File: config.mk
export PLATFORM = sky130hd
export DESIGN_NAME = control_unit
export DESIGN_NICKNAME = d
export VERILOG_FILES = /design/src/rtl/cpu_ctrl_pkg.sv /design/src/rtl/ctrl_decode.sv /design/src/rtl/control_unit.sv
export SDC_FILE = /design/constraint.sdc
export NUM_CORES = 1
export LEC_CHECK = 0
export CAP_MARGIN = 20
export CELL_PAD_IN_SITES_DETAIL_PLACEMENT = 1
export CELL_PAD_IN_SITES_GLOBAL_PLACEMENT = 2
export CORE_MARGIN = 2
export CORE_UTILIZATION = 22
export CTS_CLUSTER_SIZE = 28
export DETAILED_ROUTE_END_ITERATION = 6
export PLACE_DENSITY = 0.92
export SETUP_SLACK_MARGIN = 0.4
export SLEW_MARGIN = 0
export SYNTH_ARGS = -nofsm -noshare
export SYNTH_HDL_FRONTEND = slang
export SYNTH_SLANG_ARGS = --single-unit
File: constraint.sdc
create_clock -name clk -period 8 [get_ports clk]
set_input_delay 2 -clock clk [delete_from_list [all_inputs] [get_ports clk]]
set_output_delay 2 -clock clk [all_outputs]
set_load 0.03 [all_outputs]
File: src/rtl/cpu_ctrl_pkg.sv
// Shared encodings for the hardwired CPU control unit: opcodes, states,
// strobe bit positions and opcode classification helpers.
package cpu_ctrl_pkg;

    localparam int unsigned OPW   = 5;
    localparam int unsigned NALU  = 13;
    localparam int unsigned NSRC  = 8;
    localparam int unsigned NDST  = 8;
    localparam int unsigned IRW   = 32;
    localparam int unsigned OP_LSB = IRW - OPW;

    localparam logic [OPW-1:0] OP_LD   = 5'b00000;
    localparam logic [OPW-1:0] OP_LDI  = 5'b00001;
    localparam logic [OPW-1:0] OP_ST   = 5'b00010;
    localparam logic [OPW-1:0] OP_ADD  = 5'b00011;
    localparam logic [OPW-1:0] OP_SUB  = 5'b00100;
    localparam logic [OPW-1:0] OP_AND  = 5'b00101;
    localparam logic [OPW-1:0] OP_OR   = 5'b00110;
    localparam logic [OPW-1:0] OP_SHR  = 5'b00111;
    localparam logic [OPW-1:0] OP_SHL  = 5'b01000;
    localparam logic [OPW-1:0] OP_ROR  = 5'b01001;
    localparam logic [OPW-1:0] OP_ROL  = 5'b01010;
    localparam logic [OPW-1:0] OP_ADDI = 5'b01011;
    localparam logic [OPW-1:0] OP_ANDI = 5'b01100;
    localparam logic [OPW-1:0] OP_ORI  = 5'b01101;
    localparam logic [OPW-1:0] OP_MUL  = 5'b01110;
    localparam logic [OPW-1:0] OP_DIV  = 5'b01111;
    localparam logic [OPW-1:0] OP_NEG  = 5'b10000;
    localparam logic [OPW-1:0] OP_NOT  = 5'b10001;
    localparam logic [OPW-1:0] OP_BR   = 5'b10010;
    localparam logic [OPW-1:0] OP_JR   = 5'b10011;
    localparam logic [OPW-1:0] OP_MFHI = 5'b10111;
    localparam logic [OPW-1:0] OP_MFLO = 5'b11000;
    localparam logic [OPW-1:0] OP_NOP  = 5'b11001;
    localparam logic [OPW-1:0] OP_HALT = 5'b11010;

    typedef enum logic [3:0] {
        S_T0   = 4'd0,
        S_T1   = 4'd1,
        S_T2   = 4'd2,
        S_T3   = 4'd3,
        S_T4   = 4'd4,
        S_T5   = 4'd5,
        S_T6   = 4'd6,
        S_T7   = 4'd7,
        S_HALT = 4'd8
    } state_t;

    // src_en bit positions
    localparam int unsigned SRC_BA   = 7;
    localparam int unsigned SRC_C    = 6;
    localparam int unsigned SRC_MDR  = 5;
    localparam int unsigned SRC_PC   = 4;
    localparam int unsigned SRC_ZLO  = 3;
    localparam int unsigned SRC_ZHI  = 2;
    localparam int unsigned SRC_LO   = 1;
    localparam int unsigned SRC_HI   = 0;

    // dst_en bit positions
    localparam int unsigned DST_MDR  = 7;
    localparam int unsigned DST_Z    = 6;
    localparam int unsigned DST_LO   = 5;
    localparam int unsigned DST_HI   = 4;
    localparam int unsigned DST_Y    = 3;
    localparam int unsigned DST_MAR  = 2;
    localparam int unsigned DST_IR   = 1;
    localparam int unsigned DST_PC   = 0;

    // gr_sel bit positions
    localparam int unsigned GR_A = 2;
    localparam int unsigned GR_B = 1;
    localparam int unsigned GR_C = 0;

    // alu_op bit positions
    localparam int unsigned ALU_AND   = 0;
    localparam int unsigned ALU_OR    = 1;
    localparam int unsigned ALU_ADD   = 2;
    localparam int unsigned ALU_SUB   = 3;
    localparam int unsigned ALU_MUL   = 4;
    localparam int unsigned ALU_DIV   = 5;
    localparam int unsigned ALU_SHR   = 6;
    localparam int unsigned ALU_SHL   = 7;
    localparam int unsigned ALU_ROR   = 8;
    localparam int unsigned ALU_ROL   = 9;
    localparam int unsigned ALU_NEG   = 10;
    localparam int unsigned ALU_NOT   = 11;
    localparam int unsigned ALU_INCPC = 12;

    typedef enum logic [3:0] {
        C_NONE, C_ALU3, C_IMM, C_MULDIV, C_UNARY, C_LD, C_LDI,
        C_ST, C_BR, C_JR, C_MFHI, C_MFLO, C_HALT
    } op_class_t;

    function automatic op_class_t classify(input logic [OPW-1:0] op);
        case (op)
            OP_ADD, OP_SUB, OP_AND, OP_OR,
            OP_SHR, OP_SHL, OP_ROR, OP_ROL: return C_ALU3;
            OP_ADDI, OP_ANDI, OP_ORI:       return C_IMM;
            OP_MUL, OP_DIV:                 return C_MULDIV;
            OP_NEG, OP_NOT:                 return C_UNARY;
            OP_LD:                          return C_LD;
            OP_LDI:                         return C_LDI;
            OP_ST:                          return C_ST;
            OP_BR:                          return C_BR;
            OP_JR:                          return C_JR;
            OP_MFHI:                        return C_MFHI;
            OP_MFLO:                        return C_MFLO;
            OP_HALT:                        return C_HALT;
            default:                        return C_NONE;
        endcase
    endfunction

    // Final execute step (T3..T7) of each instruction class
    function automatic logic [2:0] last_step(input op_class_t cls);
        case (cls)
            C_ALU3, C_IMM, C_LDI: return 3'd5;
            C_MULDIV, C_BR:       return 3'd6;
            C_UNARY:              return 3'd4;
            C_LD, C_ST:           return 3'd7;
            default:              return 3'd3;
        endcase
    endfunction

    // ALU operation; address arithmetic (ld/ldi/st/br) defaults to ADD
    function automatic logic [NALU-1:0] alu_sel(input logic [OPW-1:0] op);
        logic [NALU-1:0] v;
        v = '0;
        case (op)
            OP_SUB:          v[ALU_SUB] = 1'b1;
            OP_AND, OP_ANDI: v[ALU_AND] = 1'b1;
            OP_OR, OP_ORI:   v[ALU_OR]  = 1'b1;
            OP_SHR:          v[ALU_SHR] = 1'b1;
            OP_SHL:          v[ALU_SHL] = 1'b1;
            OP_ROR:          v[ALU_ROR] = 1'b1;
            OP_ROL:          v[ALU_ROL] = 1'b1;
            OP_MUL:          v[ALU_MUL] = 1'b1;
            OP_DIV:          v[ALU_DIV] = 1'b1;
            OP_NEG:          v[ALU_NEG] = 1'b1;
            OP_NOT:          v[ALU_NOT] = 1'b1;
            default:         v[ALU_ADD] = 1'b1;
        endcase
        return v;
    endfunction

endpackage

File: src/rtl/ctrl_decode.sv
// Combinational strobe decode from the sequencer state and opcode.
// Clear forces every strobe low and keeps run high.
module ctrl_decode
    import cpu_ctrl_pkg::*;
(
    input  state_t          state,
    input  logic [OPW-1:0]  op,
    input  logic            con_q,
    input  logic            clear,
    output logic [NSRC-1:0] src_en,
    output logic [NDST-1:0] dst_en,
    output logic            CONin,
    output logic [2:0]      gr_sel,
    output logic            Rin,
    output logic            Rout,
    output logic            read,
    output logic            write,
    output logic [NALU-1:0] alu_op,
    output logic            run
);

    op_class_t       cls;
    logic [NALU-1:0] op_alu;

    assign cls    = classify(op);
    assign op_alu = alu_sel(op);

    always_comb begin
        src_en = '0;
        dst_en = '0;
        CONin  = 1'b0;
        gr_sel = '0;
        Rin    = 1'b0;
        Rout   = 1'b0;
        read   = 1'b0;
        write  = 1'b0;
        alu_op = '0;
        run    = 1'b1;
        if (!clear) begin
            case (state)
                S_T0: begin
                    src_en[SRC_PC]       = 1'b1;
                    dst_en[DST_MAR]      = 1'b1;
                    dst_en[DST_Z]        = 1'b1;
                    alu_op[ALU_INCPC]    = 1'b1;
                end
                S_T1: begin
                    src_en[SRC_ZLO]      = 1'b1;
                    dst_en[DST_PC]       = 1'b1;
                    dst_en[DST_MDR]      = 1'b1;
                    read                 = 1'b1;
                end
                S_T2: begin
                    src_en[SRC_MDR]      = 1'b1;
                    dst_en[DST_IR]       = 1'b1;
                end
                S_T3: begin
                    case (cls)
                        C_ALU3, C_IMM: begin
                            gr_sel[GR_B] = 1'b1; Rout = 1'b1; dst_en[DST_Y] = 1'b1;
                        end
                        C_MULDIV: begin
                            gr_sel[GR_A] = 1'b1; Rout = 1'b1; dst_en[DST_Y] = 1'b1;
                        end
                        C_UNARY: begin
                            gr_sel[GR_B] = 1'b1; Rout = 1'b1;
                            alu_op = op_alu; dst_en[DST_Z] = 1'b1;
                        end
                        C_LD, C_LDI, C_ST: begin
                            gr_sel[GR_B] = 1'b1; src_en[SRC_BA] = 1'b1; dst_en[DST_Y] = 1'b1;
                        end
                        C_BR: begin
                            gr_sel[GR_A] = 1'b1; Rout = 1'b1; CONin = 1'b1;
                        end
                        C_JR: begin
                            gr_sel[GR_A] = 1'b1; Rout = 1'b1; dst_en[DST_PC] = 1'b1;
                        end
                        C_MFHI: begin
                            src_en[SRC_HI] = 1'b1; gr_sel[GR_A] = 1'b1; Rin = 1'b1;
                        end
                        C_MFLO: begin
                            src_en[SRC_LO] = 1'b1; gr_sel[GR_A] = 1'b1; Rin = 1'b1;
                        end
                        default: ;
                    endcase
                end
                S_T4: begin
                    case (cls)
                        C_ALU3: begin
                            gr_sel[GR_C] = 1'b1; Rout = 1'b1;
                            alu_op = op_alu; dst_en[DST_Z] = 1'b1;
                        end
                        C_IMM, C_LD, C_LDI, C_ST: begin
                            src_en[SRC_C] = 1'b1; alu_op = op_alu; dst_en[DST_Z] = 1'b1;
                        end
                        C_MULDIV: begin
                            gr_sel[GR_B] = 1'b1; Rout = 1'b1;
                            alu_op = op_alu; dst_en[DST_Z] = 1'b1;
                        end
                        C_UNARY: begin
                            src_en[SRC_ZLO] = 1'b1; gr_sel[GR_A] = 1'b1; Rin = 1'b1;
                        end
                        C_BR: begin
                            src_en[SRC_PC] = 1'b1; dst_en[DST_Y] = 1'b1;
                        end
                        default: ;
                    endcase
                end
                S_T5: begin
                    case (cls)
                        C_ALU3, C_IMM, C_LDI: begin
                            src_en[SRC_ZLO] = 1'b1; gr_sel[GR_A] = 1'b1; Rin = 1'b1;
                        end
                        C_MULDIV: begin
                            src_en[SRC_ZLO] = 1'b1; dst_en[DST_LO] = 1'b1;
                        end
                        C_LD, C_ST: begin
                            src_en[SRC_ZLO] = 1'b1; dst_en[DST_MAR] = 1'b1;
                        end
                        C_BR: begin
                            src_en[SRC_C] = 1'b1; alu_op = op_alu; dst_en[DST_Z] = 1'b1;
                        end
                        default: ;
                    endcase
                end
                S_T6: begin
                    case (cls)
                        C_MULDIV: begin
                            src_en[SRC_ZHI] = 1'b1; dst_en[DST_HI] = 1'b1;
                        end
                        C_LD: begin
                            read = 1'b1; dst_en[DST_MDR] = 1'b1;
                        end
                        C_ST: begin
                            gr_sel[GR_A] = 1'b1; Rout = 1'b1; dst_en[DST_MDR] = 1'b1;
                        end
                        C_BR: begin
                            // branch target commits only on the registered condition
                            src_en[SRC_ZLO] = con_q;
                            dst_en[DST_PC]  = con_q;
                        end
                        default: ;
                    endcase
                end
                S_T7: begin
                    case (cls)
                        C_LD: begin
                            src_en[SRC_MDR] = 1'b1; gr_sel[GR_A] = 1'b1; Rin = 1'b1;
                        end
                        C_ST: write = 1'b1;
                        default: ;
                    endcase
                end
                S_HALT: run = 1'b0;
                default: ;
            endcase
        end
    end

endmodule

File: src/rtl/control_unit.sv
// Hardwired Moore sequencer for the 32-bit CPU: state register, next-state
// logic and the registered branch condition; strobe decode lives in ctrl_decode.
module control_unit
    import cpu_ctrl_pkg::*;
(
    input  logic            clk,
    input  logic            clear,
    input  logic [IRW-1:0]  IR,
    input  logic            con,
    output logic [NSRC-1:0] src_en,
    output logic [NDST-1:0] dst_en,
    output logic            CONin,
    output logic [2:0]      gr_sel,
    output logic            Rin,
    output logic            Rout,
    output logic            read,
    output logic            write,
    output logic [NALU-1:0] alu_op,
    output logic            run
);

    state_t          state;
    state_t          state_nx;
    logic            con_q;
    logic [OPW-1:0]  op;
    op_class_t       cls;
    logic            unused_ir;

    assign op        = IR[IRW-1:OP_LSB];
    assign cls       = classify(op);
    assign unused_ir = ^IR[OP_LSB-1:0];

    // State register; clear aborts any instruction and restarts fetch
    always_ff @(posedge clk) begin
        if (clear) begin
            state <= S_T0;
            con_q <= 1'b0;
        end else begin
            state <= state_nx;
            con_q <= con;
        end
    end

    always_comb begin
        state_nx = state;
        case (state)
            S_T0:   state_nx = S_T1;
            S_T1:   state_nx = S_T2;
            S_T2:   state_nx = S_T3;
            S_T7:   state_nx = S_T0;
            S_HALT: state_nx = S_HALT;
            S_T3, S_T4, S_T5, S_T6: begin
                if (state == S_T3 && cls == C_HALT)
                    state_nx = S_HALT;
                else if (state[2:0] == last_step(cls))
                    state_nx = S_T0;
                else
                    state_nx = state_t'(4'(state + 4'd1));
            end
            default: state_nx = S_T0;
        endcase
    end

    ctrl_decode u_decode (
        .state  (state),
        .op     (op),
        .con_q  (con_q),
        .clear  (clear),
        .src_en (src_en),
        .dst_en (dst_en),
        .CONin  (CONin),
        .gr_sel (gr_sel),
        .Rin    (Rin),
        .Rout   (Rout),
        .read   (read),
        .write  (write),
        .alu_op (alu_op),
        .run    (run)
    );

endmodule

==> results of run 1 <==
-- flip-flops by register name, indices dropped and copies added, names as in the netlist --
| name | cells |
|---|---|
| state | 4 |
| con_q | 1 |
-- power by group through the flow --
stage | Combinational, mW | Clock (mW) | Sequential [mW]
final | 0.217 | 0.0474 | 0.0374
after global routing | 0.238 | 0.0511 | 0.0384
after CTS | 0.217 | 0.0488 | 0.0372
after detailed placement | 0.216 | 0 | 0.0375
after global placement | 0.212 | 0 | 0.0375
after floorplan | 0.149 | 0 | 0.0351
-- Yosys cell counts, drive strengths merged, types with 3 or more instances --
cell type  count
o41ai          3
o22ai          3
and3           4
o31ai          3
nor4           3
clkbuf         7
inv           12
or2            4
ha            15
a211oi         3
a21o           3
buf            9
nand2b         8
o211a          3
o21a           3
nor3          14
nand3          5
o32a           4
nor2b          7
a21oi         17
dfxtp          5
nor2          29
nand2         22
nand3b         3
o21ai         15
-- area by class of cell --
class	instances	area, sq um	area share
Multi-Input combinational cell	195	1280	0.609
Timing Repair Buffer	53	531	0.252
Sequential cell	5	100	0.0476
Tap cell	80	100	0.0476
Inverter	12	45.0	0.0214
Clock buffer	3	41.3	0.0196
Clock inverter	1	5.00	0.00238
-- through the flow --
stage	util	instance area, sq um	cells	hold WS (ns)	setup slack [ns]
after floorplan	-	1500	228	0.532	1.47
after global placement	0.303	2020	345	0.615	0.515
after detailed placement	0.303	2020	345	0.618	0.429
after CTS	0.310	2070	349	0.627	0.420
after global routing	0.315	2100	349	0.672	0.270
final	0.315	2100	349	0.630	0.510
-- routing by layer --
layer,GRT usage,vias to the layer above
met4,0.0384,0
met5,0,-
li1,-,905
met2,0.238,40
met1,0.190,869
met3,0.0143,8
-- final timing paths --
kind	endpoint	cells past startpoint	slack [ns]
hold reg to reg	state[0]	1	0.63
setup / recovery	alu_op[1]	14	0.51
hold / removal	state[0]	1	0.63
setup reg to reg	state[0]	6	5.72
-- cells by family (layout without fill, tap and decap cells) --
family / count (synthesis) / count (layout) / synth area share
muxes: 3 / 3 / 0.0267
DFF: 5 / 5 / 0.0668
adders and majority gates: 15 / 15 / 0.125
AOI/OAI and AO/OA: 68 / 68 / 0.317
xor gates and xnor gates: 2 / 2 / 0.0117
and+or+nand+nor: 107 / 107 / 0.367
buffers and inverters: 28 / 69 / 0.0860
==> out/metrics.cfg, run 1 <==
[timing]
period_share=0.936
final.setup.tns_ns=0
hold_viol=0
slew_headroom=0.555
fin_crit_ns=7.49
worst_pin_slew_ns=0.666
max_freq_mhz=134
slew_violations=0
finClkSkew_ns=0.000152
setup_viol=0
rsz0062_at_grt=yes

[outcome]
outcome=complete, no violations

[setup_path]
endpoint_kind=primary output
cp-start-kind=input port
arrival_ns=5.49
cp-startpoint=IR[27]
cpPeakStageDelay_ns=0.67
crit_slowest_cell=clkdlybuf4s50_1
cp.required_ns=6.00
worst_r2r_startpoint=state[0]
critical_path_class=input port to primary output
crit_buf_inv=5
cp_cell_sequence=clkdlybuf4s50_1 -> inv_1 -> ha_1 -> nand2_1 -> a21oi_1 -> a21o_1 -> inv_1 -> ha_1 -> inv_1 -> o32a_1 -> nor3_1 -> nand2_1 -> nor2_1 -> clkdlybuf4s50_1
cp_top_family=buffers and inverters
path_common_cell=inv_1
crit_fanout=6

[logic_synthesis]
ys.flop_type=dfxtp_1
synth_area_leaders=ha_1 13%, nor2_1 7.3%, dfxtp_1 6.7%
synth_top_area_frac=0.125
synth_seq_cells=5
syn_nets=278
synth_seq_area_share=0.0668
syn_avg_cell_area_sq_um=6.57
netlist_instances=228
yosys_warnings=0
synth_cell_types=49
synth_edf_count=0
synthesis.area_sq_um=1500
synth_top_cell_by_area=ha_1
postSynth.asyncResetShare=0

[route]
drt_first_iter_violations=49
wl_met3_um=140
vias_per_cell=5.22
ant_nets=0
drcViolationCount=0
dr_wl_met2_um=2640
via_count=1822
finalWirelength_um=5360
met1Wirelength_um=2500
wl_per_cell_um=15.4
highest_layer=met4
first_pass_iters=4

[finish]
final_common_cell=clkdlybuf4s50_1
diodes=0
mostFrequentLayoutCells=37 x clkdlybuf4s50_1, 28 x nor2_1, 22 x nand2_1
nets=320
num-fill-cells=834
area_delta_synth_final_pct=40.5
layout-drive-gt1-share=0.0929

[floorplan]
io_pins=73
rows=30
die-area_sq_um=7480
fp.dieH_um=86.5
core_sq_um=6680
fp.dieW_um=86.5
start_util=0.224

[global_routing]
grt_use_total=0.141
overflow=0
grt_max_degree=23
grt_first_pass_wirelength_um=8810
grt_pass1_vias=1849
antenna_found_initial=0

[clock_tree]
cts_setup_buffers=0
cts_root_buffer=clkbuf_8
clockBufferDepth=2
htree_num_levels=1
hold_buffers=0
cts_tree=built
clkTransAtPathRegs_ns=0.04
ctsResizeCount=0
cts_buffers=3
cts.sinks=5
insertion_delay_ns=0.23

[pwr]
power_density_nw_per_um2=143
seqPwrFrac=0.124
p_total_uw=302
p_int_uw=147
vdd_drop_max_v=0.0000510
clkPwrFrac=0.157
pwr-share-comb=0.719
switching_share=0.514
power_leakage_nw=0.892
p_sw_uw=155

[placement]
hpwl_um=4140
gp_congestion=0.867
portBuffers=45

[worst_hold_path]
hp-start=state[0]
hold_class=register to register

[run]
max_cap_viol_count=0

(Power assumes the default switching activity.)
==> inputs of run 2 (changes only) <==
- CTS_CLUSTER_DIAMETER: not set -> 40
==> results of run 2 <==
Same layout as run 1: the final DEF is identical, and so are final timing and power.
